**config.mk**
```make
export PLATFORM = sky130hd
export DESIGN_NAME = baccarat_match_fsm
export DESIGN_NICKNAME = d
export VERILOG_FILES = /design/src/rtl/baccarat_match_fsm_pkg.sv /design/src/rtl/banker_rule.sv /design/src/rtl/baccarat_match_fsm.sv
export SDC_FILE = /design/constraint.sdc
export NUM_CORES = 1
export LEC_CHECK = 0
export CORE_ASPECT_RATIO = 0.6
export CORE_UTILIZATION = 44
export DETAILED_ROUTE_END_ITERATION = 10
export GPL_TIMING_DRIVEN = 0
export PLACE_DENSITY_LB_ADDON = 0.2
export SYNTH_ARGS = -nofsm -noshare
export SYNTH_HDL_FRONTEND = slang
export SYNTH_SLANG_ARGS = --single-unit
```
**constraint.sdc**
```tcl
create_clock -name slow_clock -period 2.2 [get_ports slow_clock]
set_input_delay 0.55 -clock slow_clock [delete_from_list [all_inputs] [get_ports slow_clock]]
set_output_delay 0.55 -clock slow_clock [all_outputs]
set_load 0.02 [all_outputs]
```
**src/rtl/baccarat_match_fsm_pkg.sv**
```systemverilog
// Shared types and encodings for the baccarat match sequencer.
package baccarat_match_fsm_pkg;

  // Controller states, in deal order.
  typedef enum logic [3:0] {
    S_IDLE   = 4'd0,
    S_CLEAR  = 4'd1,
    S_P1     = 4'd2,
    S_D1     = 4'd3,
    S_P2     = 4'd4,
    S_D2     = 4'd5,
    S_EVAL   = 4'd6,
    S_P3     = 4'd7,
    S_BANKER = 4'd8,
    S_D3     = 4'd9,
    S_RESULT = 4'd10,
    S_HOLD   = 4'd11,
    S_DONE   = 4'd12
  } state_t;

  // Light / result encodings: {player, dealer}; both set means a tie.
  localparam logic [1:0] RES_NONE   = 2'b00;
  localparam logic [1:0] RES_PLAYER = 2'b10;
  localparam logic [1:0] RES_DEALER = 2'b01;
  localparam logic [1:0] RES_TIE    = 2'b11;

  // Compare two hand scores and return the light encoding of the winner.
  function automatic logic [1:0] score_result(input logic [3:0] p, input logic [3:0] d);
    if (p > d)      return RES_PLAYER;
    else if (p < d) return RES_DEALER;
    else            return RES_TIE;
  endfunction

endpackage

```
**src/rtl/banker_rule.sv**
```systemverilog
// Banker third-card table, applied once the player has drawn a third card.
module banker_rule (
  input  logic [3:0] dscore,
  input  logic [3:0] pcard3,
  output logic       draw
);

  // Decode the draw decision from banker score and player third card.
  always_comb begin
    draw = 1'b0;
    case (dscore)
      4'd0, 4'd1, 4'd2: draw = 1'b1;
      4'd3:             draw = (pcard3 != 4'd8);
      4'd4:             draw = (pcard3 >= 4'd2) && (pcard3 <= 4'd7);
      4'd5:             draw = (pcard3 >= 4'd4) && (pcard3 <= 4'd7);
      4'd6:             draw = (pcard3 >= 4'd6) && (pcard3 <= 4'd7);
      default:          draw = 1'b0;  // 7 always stands; >9 out of contract
    endcase
  end

endmodule

```
**src/rtl/baccarat_match_fsm.sv**
```systemverilog
// Match-level baccarat controller: deals ROUNDS hands, tallies the results
// and reports the overall match winner. Moore outputs decoded from state.
module baccarat_match_fsm
  import baccarat_match_fsm_pkg::*;
#(
  parameter int ROUNDS = 5,
  parameter int CNT_W  = 4
) (
  input  logic             slow_clock,
  input  logic             reset,
  input  logic             start,
  input  logic             next_round,
  input  logic [3:0]       pscore,
  input  logic [3:0]       dscore,
  input  logic [3:0]       pcard3,
  output logic             clear_hands,
  output logic             load_pcard1,
  output logic             load_pcard2,
  output logic             load_pcard3,
  output logic             load_dcard1,
  output logic             load_dcard2,
  output logic             load_dcard3,
  output logic             player_win_light,
  output logic             dealer_win_light,
  output logic [CNT_W-1:0] player_wins,
  output logic [CNT_W-1:0] dealer_wins,
  output logic [CNT_W-1:0] ties,
  output logic [3:0]       round_count,
  output logic             match_done,
  output logic             match_player,
  output logic             match_dealer
);

  localparam logic [3:0]       ROUNDS_4 = 4'(ROUNDS);
  localparam logic [CNT_W-1:0] CNT_MAX  = {CNT_W{1'b1}};
  localparam logic [CNT_W-1:0] CNT_ONE  = CNT_W'(1);

  state_t           state_reg, state_next;
  logic [1:0]       lights_reg;
  logic [CNT_W-1:0] pwins_reg, dwins_reg, ties_reg;
  logic [3:0]       round_reg;
  logic             banker_draw;
  logic [1:0]       hand_result;
  logic [1:0]       match_result;

  banker_rule u_banker_rule (
    .dscore (dscore),
    .pcard3 (pcard3),
    .draw   (banker_draw)
  );

  assign hand_result = score_result(pscore, dscore);

  // Next-state selection: fixed deal path with branches at EVAL and BANKER.
  always_comb begin
    state_next = state_reg;
    case (state_reg)
      S_IDLE:   if (start) state_next = S_CLEAR;
      S_CLEAR:  state_next = S_P1;
      S_P1:     state_next = S_D1;
      S_D1:     state_next = S_P2;
      S_P2:     state_next = S_D2;
      S_D2:     state_next = S_EVAL;
      S_EVAL: begin
        if (pscore >= 4'd8 || dscore >= 4'd8) state_next = S_RESULT;  // natural
        else if (pscore <= 4'd5)              state_next = S_P3;
        else if (dscore <= 4'd5)              state_next = S_D3;
        else                                  state_next = S_RESULT;
      end
      S_P3:     state_next = S_BANKER;
      S_BANKER: state_next = banker_draw ? S_D3 : S_RESULT;
      S_D3:     state_next = S_RESULT;
      S_RESULT: state_next = S_HOLD;
      S_HOLD: begin
        // Final hand skips the next_round handshake and goes straight to DONE.
        if (round_reg == ROUNDS_4) state_next = S_DONE;
        else if (next_round)       state_next = S_CLEAR;
      end
      S_DONE:   if (start) state_next = S_CLEAR;
      default:  state_next = S_IDLE;
    endcase
  end

  // State register, lights and saturating tallies.
  always_ff @(posedge slow_clock) begin
    if (reset) begin
      state_reg  <= S_IDLE;
      lights_reg <= RES_NONE;
      pwins_reg  <= '0;
      dwins_reg  <= '0;
      ties_reg   <= '0;
      round_reg  <= '0;
    end else begin
      state_reg <= state_next;
      if (state_reg == S_DONE && start) begin
        pwins_reg <= '0;
        dwins_reg <= '0;
        ties_reg  <= '0;
        round_reg <= '0;
      end
      if (state_next == S_CLEAR) begin
        lights_reg <= RES_NONE;
      end
      if (state_reg == S_RESULT) begin
        lights_reg <= hand_result;
        round_reg  <= round_reg + 4'd1;
        case (hand_result)
          RES_PLAYER: if (pwins_reg != CNT_MAX) pwins_reg <= pwins_reg + CNT_ONE;
          RES_DEALER: if (dwins_reg != CNT_MAX) dwins_reg <= dwins_reg + CNT_ONE;
          default:    if (ties_reg  != CNT_MAX) ties_reg  <= ties_reg  + CNT_ONE;
        endcase
      end
    end
  end

  // Match verdict from the tallies, only presented while in DONE.
  always_comb begin
    match_result = RES_NONE;
    if (state_reg == S_DONE) begin
      if (pwins_reg > dwins_reg)      match_result = RES_PLAYER;
      else if (pwins_reg < dwins_reg) match_result = RES_DEALER;
      else                            match_result = RES_TIE;
    end
  end

  assign clear_hands      = (state_reg == S_CLEAR);
  assign load_pcard1      = (state_reg == S_P1);
  assign load_dcard1      = (state_reg == S_D1);
  assign load_pcard2      = (state_reg == S_P2);
  assign load_dcard2      = (state_reg == S_D2);
  assign load_pcard3      = (state_reg == S_P3);
  assign load_dcard3      = (state_reg == S_D3);
  assign match_done       = (state_reg == S_DONE);
  assign player_win_light = lights_reg[1];
  assign dealer_win_light = lights_reg[0];
  assign player_wins      = pwins_reg;
  assign dealer_wins      = dwins_reg;
  assign ties             = ties_reg;
  assign round_count      = round_reg;
  assign match_player     = match_result[1];
  assign match_dealer     = match_result[0];

endmodule

```
==> flow_metrics.tcl, run 1 <==
set metrics [dict create \
    fin_nets 292 \
    fin_area_mm2 0.00232 \
    switchingPower_mw 0.271 \
    grt_overflow 0 \
    num_vias 1806 \
    relSlewSlack_pct 55.9 \
    grt_max_degree 14 \
    hpwl_um 3250 \
    worst_clock_skew_ns 0.00198 \
    gp_congestion 0.882 \
    grt_pass1_vias 1572 \
    cp_max_fo 5 \
    pre_cts_slack_ns -0.680 \
    dp_cells 299 \
    maxCapViolCount 0 \
    required_ns 1.65 \
    syn_inst 212 \
    grt_pass1_wl_um 7630 \
    start_util_pct 48.6 \
    end_kind "primary output" \
    dr.pass1.iters 4 \
    synthDistinctLibCells 52 \
    die_height_um 49.7 \
    port_buffers 42 \
    synthesis.area_mm2 0.00167 \
    yosysMostFrequentCell "dfxtp_1" \
    synth_flop_cell "dfxtp_1" \
    switching_share_pct 26.6 \
    hold_violations 0 \
    cts_htree_levels 1 \
    fp.coreArea_mm2 0.00342 \
    grt_setup_unrepaired "yes" \
    cts.sinks 22 \
    power.internal_mw 0.748 \
    start_kind "flop" \
    arrival_ns 1.68 \
    max_freq_ghz 0.449 \
    final_antenna_net_count 0 \
    slew_viol_final 0 \
    clockPowerShare_pct 37.3 \
    postCtsHoldBufs 0 \
    drt_iter0_markers 165 \
    clk_path_buf_depth 2 \
    failed_checks "setup timing" \
    setup_viol 2 \
    status "finished, violations left" \
    critPathKind "flop to primary output" \
    setup_ws_ns -0.0252 \
    power.density_mw_per_mm2 439 \
    syn_nets 241 \
    wl_per_cell_um 14.9 \
    synth_commonest_cells "dfxtp_1, a21oi_1, inv_1" \
    cts.reportedPaths.clkPinSlew_ns 0.08 \
    ys_seq_elements 22 \
    io_pins 44 \
    min_path_cells 2 \
    cts_tree "yes" \
    viasPerCell 5.88 \
    period_share_pct 101 \
    synth.avg_cell_area_um2 7.86 \
    hp-class "flop to flop" \
    finalWirelength_um 4570 \
    synth_area_leaders "dfxtp_1, ha_1, a21oi_1, nand3_1, inv_1" \
    die_area_mm2 0.00404 \
    rr_worst_depth 7 \
    yosysWarnings 0 \
    synth_top_area_cell "dfxtp_1" \
    tightest_slew_ns 0.653 \
    cts_buffers 3 \
    drive_above_1_share_pct 21.8 \
    p_seq_share_pct 41.3 \
    clock-root-buffer "clkbuf_8" \
    period_minus_slack_ns 2.23 \
    rows 16 \
    yosys.area.top_type_share_pct 26.4 \
    track_usage_pct 24.5 \
    antenna_found_initial 0 \
    worstSkewPairLatency_ns 0.26 \
    yosysSeqAreaShare_pct 26.4 \
    fin_cells 307 \
    synthArstFlopShare_pct 0 \
    dpl_cell_area_mm2 0.00215 \
    synth_edf_count 0 \
    peakVddDrop_v 0.000331 \
    die_width_um 81.4 \
    combPwrFrac_pct 21.4 \
    final.setup.tns_ns -0.0427 \
    drc 0 \
    p_leak_nw 0.916 \
    antenna_cells 0 \
    area_delta_synth_final_pct 39.4 \
]
[critical path: stages, from the launching register on]
cell and delay, ns:
dfxtp_4 0.37, ha_4 0.24, nor2b_4 0.12, o21ai_2 0.15
nand2b_1 0.07, a21o_1 0.17, and2_4 0.16, buf_6 0.12
[kinds of logic (layout without fill, tap and decap cells)]
logic type / after synthesis / after routing / share of synthesized area [%]
simple gates: 85 / 85 / 29.9
mux: 2 / 2 / 1.50
buf+inv: 25 / 75 / 6.16
compound gates: 60 / 60 / 23.5
xor+xnor: 4 / 4 / 2.10
flops: 22 / 22 / 26.4
fa+ha+maj: 14 / 14 / 10.4
[area by class of cell]
| type | count | area, um2 |
|---|---|---|
| plain buffers | 9 | 50.0 |
| clock buffers | 3 | 41.3 |
| well taps | 45 | 56.3 |
| multi-input cells | 165 | 1210 |
| fillers | 277 | 1100 |
| flip-flops and latches | 22 | 453 |
| repair buffers | 48 | 428 |
| clock inverters | 1 | 30.0 |
| inverters | 14 | 52.6 |
[layout by cell type (no fill, tap or decap), types with 5 or more instances in the layout]
cell type | Yosys | routed
a21o_1 | 5 | 5
a21oi_1 | 19 | 17
a31oi_1 | 6 | 6
buf_4 | 0 | 7
clkbuf_2 | 0 | 7
clkdlybuf4s50_1 | 0 | 24
dfxtp_1 | 22 | 16
dlygate4sd2_1 | 0 | 9
ha_1 | 13 | 9
inv_1 | 14 | 12
nand2_1 | 10 | 10
nand2b_1 | 6 | 6
nand3_1 | 13 | 13
nor2_1 | 13 | 13
nor3_1 | 6 | 6
o21ai_0 | 10 | 9
or2_2 | 6 | 6
[routing by layer]
| metal | wire, um | track usage (%) |
|---|---|---|
| met3 | 380 | 7.41 |
| met1 | 2260 | 37.6 |
| met5 | 0 | 0 |
| met4 | 7 | 3.27 |
| met2 | 1920 | 33.5 |
[through the flow]
stage / hold slack [ns] / power (mW) / utilization (%)
6_report: 0.507 / 1.02 / 67.8
5_1_grt: 0.548 / 1.06 / 67.8
4_1_cts: 0.513 / 1.01 / 66.5
3_5_place_dp: 0.498 / 0.623 / 62.7
3_3_place_gp: 0.499 / 0.622 / 62.7
2_1_floorplan: 0.574 / 0.547 / -
[timing repair]
item | CTS | global route
setup endpoints to repair | 23 | 17
setup buffers | 5 | 1
pin swaps | 7 | 6
resized for setup | 45 | 29
[power groups by stage]
stage | clock network [mW] | logic [mW] | registers [mW]
after global routing | 0.403 | 0.239 | 0.422
after global placement | 0 | 0.205 | 0.416
after floorplan | 0 | 0.131 | 0.416
final | 0.380 | 0.218 | 0.420
after CTS | 0.386 | 0.203 | 0.421
after detailed placement | 0 | 0.206 | 0.417
[worst paths after layout]
path / start / end / slack, ns
max: player_wins[1] / match_player / -0.03
min reg2reg: ties[1] / ties[1] / 0.51
max reg2reg: state_reg[2] / dealer_wins[0] / 0.25
min: ties[1] / ties[1] / 0.51
Power figures use the tool's default switching activity.
==> run 2: changes to the inputs <==
--- a/config.mk
+++ b/config.mk
@@ -6,6 +6,7 @@
 export NUM_CORES = 1
 export LEC_CHECK = 0
 export CORE_ASPECT_RATIO = 0.6
+export CORE_MARGIN = 8
 export CORE_UTILIZATION = 44
 export DETAILED_ROUTE_END_ITERATION = 10
 export GPL_TIMING_DRIVEN = 0
@@ -13,3 +14,4 @@
 export SYNTH_ARGS = -nofsm -noshare
 export SYNTH_HDL_FRONTEND = slang
 export SYNTH_SLANG_ARGS = --single-unit
+export TNS_END_PERCENT = 100
==> run 2 against run 1 <==
The run now ends clean. Cell count up 0.98%. Via count down 2.2%. Register-to-register slack about the same.
==> flow_metrics.tcl, run 2 (synthesis gave the netlist of run 1 again) <==
set metrics [dict create \
    status "finished clean" \
    period_share_pct 99.4 \
    fp.coreArea_mm2 0.00366 \
    worstHoldEndpoint "ties[1]" \
    worst_clock_skew_ns 0.00210 \
    slew_viol_final 0 \
    drc 0 \
    cts.reportedPaths.clkPinSlew_ns 0.08 \
    die_area_mm2 0.00607 \
    hold_ws_ns 0.512 \
    gp_congestion 0.895 \
    required_ns 1.65 \
    grt_max_degree 13 \
    area_delta_synth_final_pct 38.5 \
    drt_iter0_markers 132 \
    port_buffers 42 \
    final_cell_mix "clkdlybuf4s50_1, a21oi_1, dfxtp_1, nor2_1, nand3_1" \
    wl_per_cell_um 15.3 \
    end_kind "primary output" \
    rr_worst_depth 6 \
    met2_length_um 2060 \
    postCtsHoldBufs 0 \
    finalWirelength_um 4760 \
    cts_buffers 3 \
    hold_path.startpoint "ties[1]" \
    wl_met3_um 305 \
    final_antenna_net_count 0 \
    cts_htree_levels 1 \
    power.density_mw_per_mm2 410 \
    antenna_cells 0 \
    hold_violations 0 \
    final_common_cell "clkdlybuf4s50_1" \
    start_util_pct 45.5 \
    max_freq_ghz 0.457 \
    clk_path_buf_depth 2 \
    track_usage_pct 15.4 \
    r2r_end "lights_reg[1]" \
    num_vias 1767 \
    start_kind "flop" \
    p_leak_nw 0.888 \
    highest-signal-layer "met4" \
    period_minus_slack_ns 2.19 \
    dr.pass1.iters 4 \
    io_pins 44 \
    fin_area_mm2 0.00231 \
    utilization_pct 63.0 \
    cts_tree "yes" \
    grt_pass1_vias 1543 \
    grt_pass1_wl_um 7630 \
    clock-root-buffer "clkbuf_8" \
    relSlewSlack_pct 59.3 \
    drive_above_1_share_pct 22.1 \
    tightest_slew_ns 0.602 \
    cp_max_fo 2 \
    dp_cells 301 \
    viasPerCell 5.70 \
    timing.reg2reg.setup_slack_ns 0.24 \
    dpl_cell_area_mm2 0.00215 \
    hp-class "flop to flop" \
    wl_met1_um 2370 \
    r2r_start "state_reg[3]" \
    peakVddDrop_v 0.000227 \
    setup_viol 0 \
    arrival_ns 1.64 \
    worstSkewPairLatency_ns 0.27 \
    die_width_um 95.4 \
    grt_overflow 0 \
    cts.sinks 22 \
    rows 17 \
    hpwl_um 3570 \
    fin_nets 293 \
    min_path_cells 2 \
    maxCapViolCount 0 \
    grt_setup_unrepaired "yes" \
    critPathKind "flop to primary output" \
    antenna_found_initial 0 \
    die_height_um 63.7 \
    fin_cells 310 \
]
==> run 2: how the worst max path moves through the flow <==
stage                         from        endpoint  slack [ns]
global placement         dscore[3]  dealer_wins[0]       -0.64
detailed placement       dscore[3]  dealer_wins[0]       -0.67
floorplan                dscore[3]  dealer_wins[0]        0.09
finish              dealer_wins[1]    match_dealer        0.01
global route        dealer_wins[1]    match_dealer       -0.04
CTS                   state_reg[0]     load_pcard1       0.001
==> run 2: per-stage QoR <==
stage | setup slack [ns] | setup TNS, ns | power (mW)
3_5_place_dp | -0.671 | -9.18 | 0.625
4_1_cts | 0.00132 | 0 | 0.933
5_1_grt | -0.0427 | -0.0843 | 0.996
6_report | 0.0136 | 0 | 0.946
3_3_place_gp | -0.642 | -8.50 | 0.622
2_1_floorplan | 0.0858 | 0 | 0.547
==> run 2: per-layer routing <==
layer | up-vias | track usage [%]
met2 | 50 | 22.3
met5 | - | 0
met1 | 819 | 21.4
met3 | 4 | 5.32
met4 | 0 | 2.29
li1 | 894 | -
==> run 2: area by class of cell <==
class / instances / area (um2)
clock buffers: 4 / 55.1
fillers: 346 / 1350
plain buffers: 10 / 56.3
inverters: 14 / 52.6
repair buffers: 48 / 405
flip-flops and latches: 22 / 448
multi-input cells: 165 / 1230
well taps: 47 / 58.8
==> run 2: report_power, final <==
part	switching [mW]	internal (mW)
Clock	0.140	0.160
Sequential	0.00987	0.404
Combinational	0.127	0.106
==> run 2: repair_timing <==
item	CTS	global route
setup buffers	4	2
resized for setup	54	35
pin swaps	9	4
setup endpoints to repair	23	17
==> run 2: worst max-delay path: stages (launching register included) <==
cell and delay [ns]:
dfxtp_2 0.35, inv_2 0.05, ha_4 0.21, nor2b_1 0.12
o21ai_1 0.12, nand2b_1 0.07, a21o_1 0.18, a21oi_2 0.13
buf_4 0.15
==> run 3: changes to the inputs <==
--- a/config.mk
+++ b/config.mk
@@ -7,7 +7,7 @@
 export LEC_CHECK = 0
 export CORE_ASPECT_RATIO = 0.6
 export CORE_MARGIN = 8
-export CORE_UTILIZATION = 44
+export CORE_UTILIZATION = 28
 export DETAILED_ROUTE_END_ITERATION = 10
 export GPL_TIMING_DRIVEN = 0
 export PLACE_DENSITY_LB_ADDON = 0.2
==> run 3 against run 2 <==
The flow now finishes with violations (setup timing). Sequential cell count did not move. Largest power group unchanged. Register-to-register slack barely moved. Power fell by 5.8%. Clock-buffer cell count fell by 1. Setup slack got worse by 0.050 ns. Highest routed layer unchanged. First-iteration DRC count fell by 52%. Critical path type unchanged.
==> flow_metrics.tcl, run 3 (synthesis gave the netlist of run 1 again) <==
set metrics [dict create \
    status "finished, violations left" \
    failed_checks "setup timing" \
    critPathTopFamily "compound AO/OA/AOI/OAI gates" \
    grt_max_degree 12 \
    grt_setup_unrepaired "yes" \
    grt_overflow 0 \
    wl_met3_um 311 \
    area_delta_synth_final_pct 40.9 \
    worst_clock_skew_ns 0.00302 \
    r2r_start "state_reg[0]" \
    highest-signal-layer "met4" \
    met2_length_um 2010 \
    final_antenna_net_count 0 \
    cpPeakStageDelay_ns 0.35 \
    antenna_found_initial 0 \
    hold_ws_ns 0.500 \
    grt_pass1_vias 1712 \
    pre_cts_slack_ns -0.690 \
    clk_path_buf_depth 2 \
    slew_viol_final 0 \
    max_freq_ghz 0.447 \
    drc 0 \
    drt_iter0_markers 63 \
    power.internal_mw 0.626 \
    switching_share_pct 29.8 \
    cp_max_fo 2 \
    fp.coreArea_mm2 0.00565 \
    switchingPower_mw 0.265 \
    port_buffers 42 \
    power.density_mw_per_mm2 380 \
    period_minus_slack_ns 2.24 \
    clockPowerShare_pct 28.6 \
    cts.sinks 22 \
    crit_buf_inv 2 \
    setup_viol 2 \
    arrival_ns 1.69 \
    end_kind "primary output" \
    startpoint "dealer_wins[1]" \
    cts_tree "yes" \
    seq_area_um2 450 \
    hold_path.startpoint "player_wins[0]" \
    cp_cell_sequence "inv_2 -> ha_4 -> nor2b_4 -> o21ai_2 -> nand2b_1 -> a21o_1 -> a21oi_2 -> buf_6" \
    setup_ws_ns -0.0360 \
    die_width_um 116 \
    tightest_slew_ns 0.538 \
    track_usage_pct 12.3 \
    utilization_pct 41.6 \
    critPathKind "flop to primary output" \
    final.setup.tns_ns -0.0591 \
    multi_input_area_mm2 0.00121 \
    die_height_um 75.7 \
    antenna_cells 0 \
    num_vias 1762 \
    nFillCells 576 \
    hp-class "flop to flop" \
    peakVddDrop_v 0.000216 \
    viasPerCell 5.14 \
    combPwrFrac_pct 25.1 \
    slowest_stage "dfxtp_2" \
    postCtsHoldBufs 0 \
    finalWirelength_um 5190 \
    cts_htree_levels 1 \
    cts.reportedPaths.clkPinSlew_ns 0.08 \
    cts_buffers 3 \
    p_seq_share_pct 46.3 \
    period_share_pct 102 \
    finalPower_mw 0.891 \
    die_area_mm2 0.00875 \
    worstSkewPairLatency_ns 0.26 \
    required_ns 1.65 \
    grt_pass1_wl_um 8540 \
    hold_violations 0 \
    dr.pass1.iters 4 \
    final_cell_mix "clkdlybuf4s50_1, a21oi_1, dfxtp_1, nor2_1, nand3_1" \
    final_common_cell "clkdlybuf4s50_1" \
    fin_nets 294 \
    hpwl_um 3900 \
    io_pins 44 \
    wl_met1_um 2790 \
    maxCapViolCount 0 \
    drive_above_1_share_pct 22.4 \
    gp_congestion 0.888 \
    rows 21 \
    start_util_pct 29.5 \
    relSlewSlack_pct 64.1 \
    wl_per_cell_um 15.1 \
    p_leak_nw 0.892 \
    timing.reg2reg.setup_slack_ns 0.24 \
    start_kind "flop" \
    clock-root-buffer "clkbuf_8" \
]
==> run 3: path summary, 6_finish.rpt <==
kind,end,depth (start not counted)
hold / removal,player_wins[0],2
setup / recovery,match_dealer,8
hold reg to reg,player_wins[0],2
setup reg to reg,lights_reg[1],6
==> run 3: worst reg2reg max path: stages (launching register included) <==
cell and delay (ns):
dfxtp_1 0.31, clkbuf_4 0.18, a2111oi_2 0.41, nor2b_1 0.14, a311oi_2 0.36, nor4b_2 0.33, nor3_1 0.09
==> run 3: power by group through the flow <==
stage	Combinational, mW	Clock, mW	Sequential (mW)
global placement	0.211	0	0.417
floorplan	0.131	0	0.416
global route	0.245	0.282	0.413
CTS	0.218	0.261	0.412
detailed placement	0.211	0	0.417
finish	0.223	0.255	0.412
==> run 3: layout make-up <==
type / instances / area share [%]
Clock buffer: 3 / 1.76
Inverter: 14 / 2.24
Multi-Input combinational cell: 165 / 51.7
Buffer: 10 / 2.40
Sequential cell: 22 / 19.2
Tap cell: 80 / 4.26
Timing Repair Buffer: 49 / 18.4
==> run 3: layer usage <==
metal  vias up  global-route usage (%)
met2        48                    17.4
met3        11                    4.43
met1       808                    16.9
li1        895                       -
met5         -                       0
met4         0                    3.32
==> run 3: what timing repair did <==
action	in CTS	in global routing
gates resized for setup	47	38
hold endpoints to repair	0	0
pin swaps	7	8
buffers inserted	3	4
setup endpoints to repair	23	16
==> run 3: through the flow <==
step	instance area, um2	cells
4_1_cts	2290	339
5_1_grt	2350	343
2_1_floorplan	1670	212
3_5_place_dp	2190	334
6_report	2350	343
3_3_place_gp	2190	334
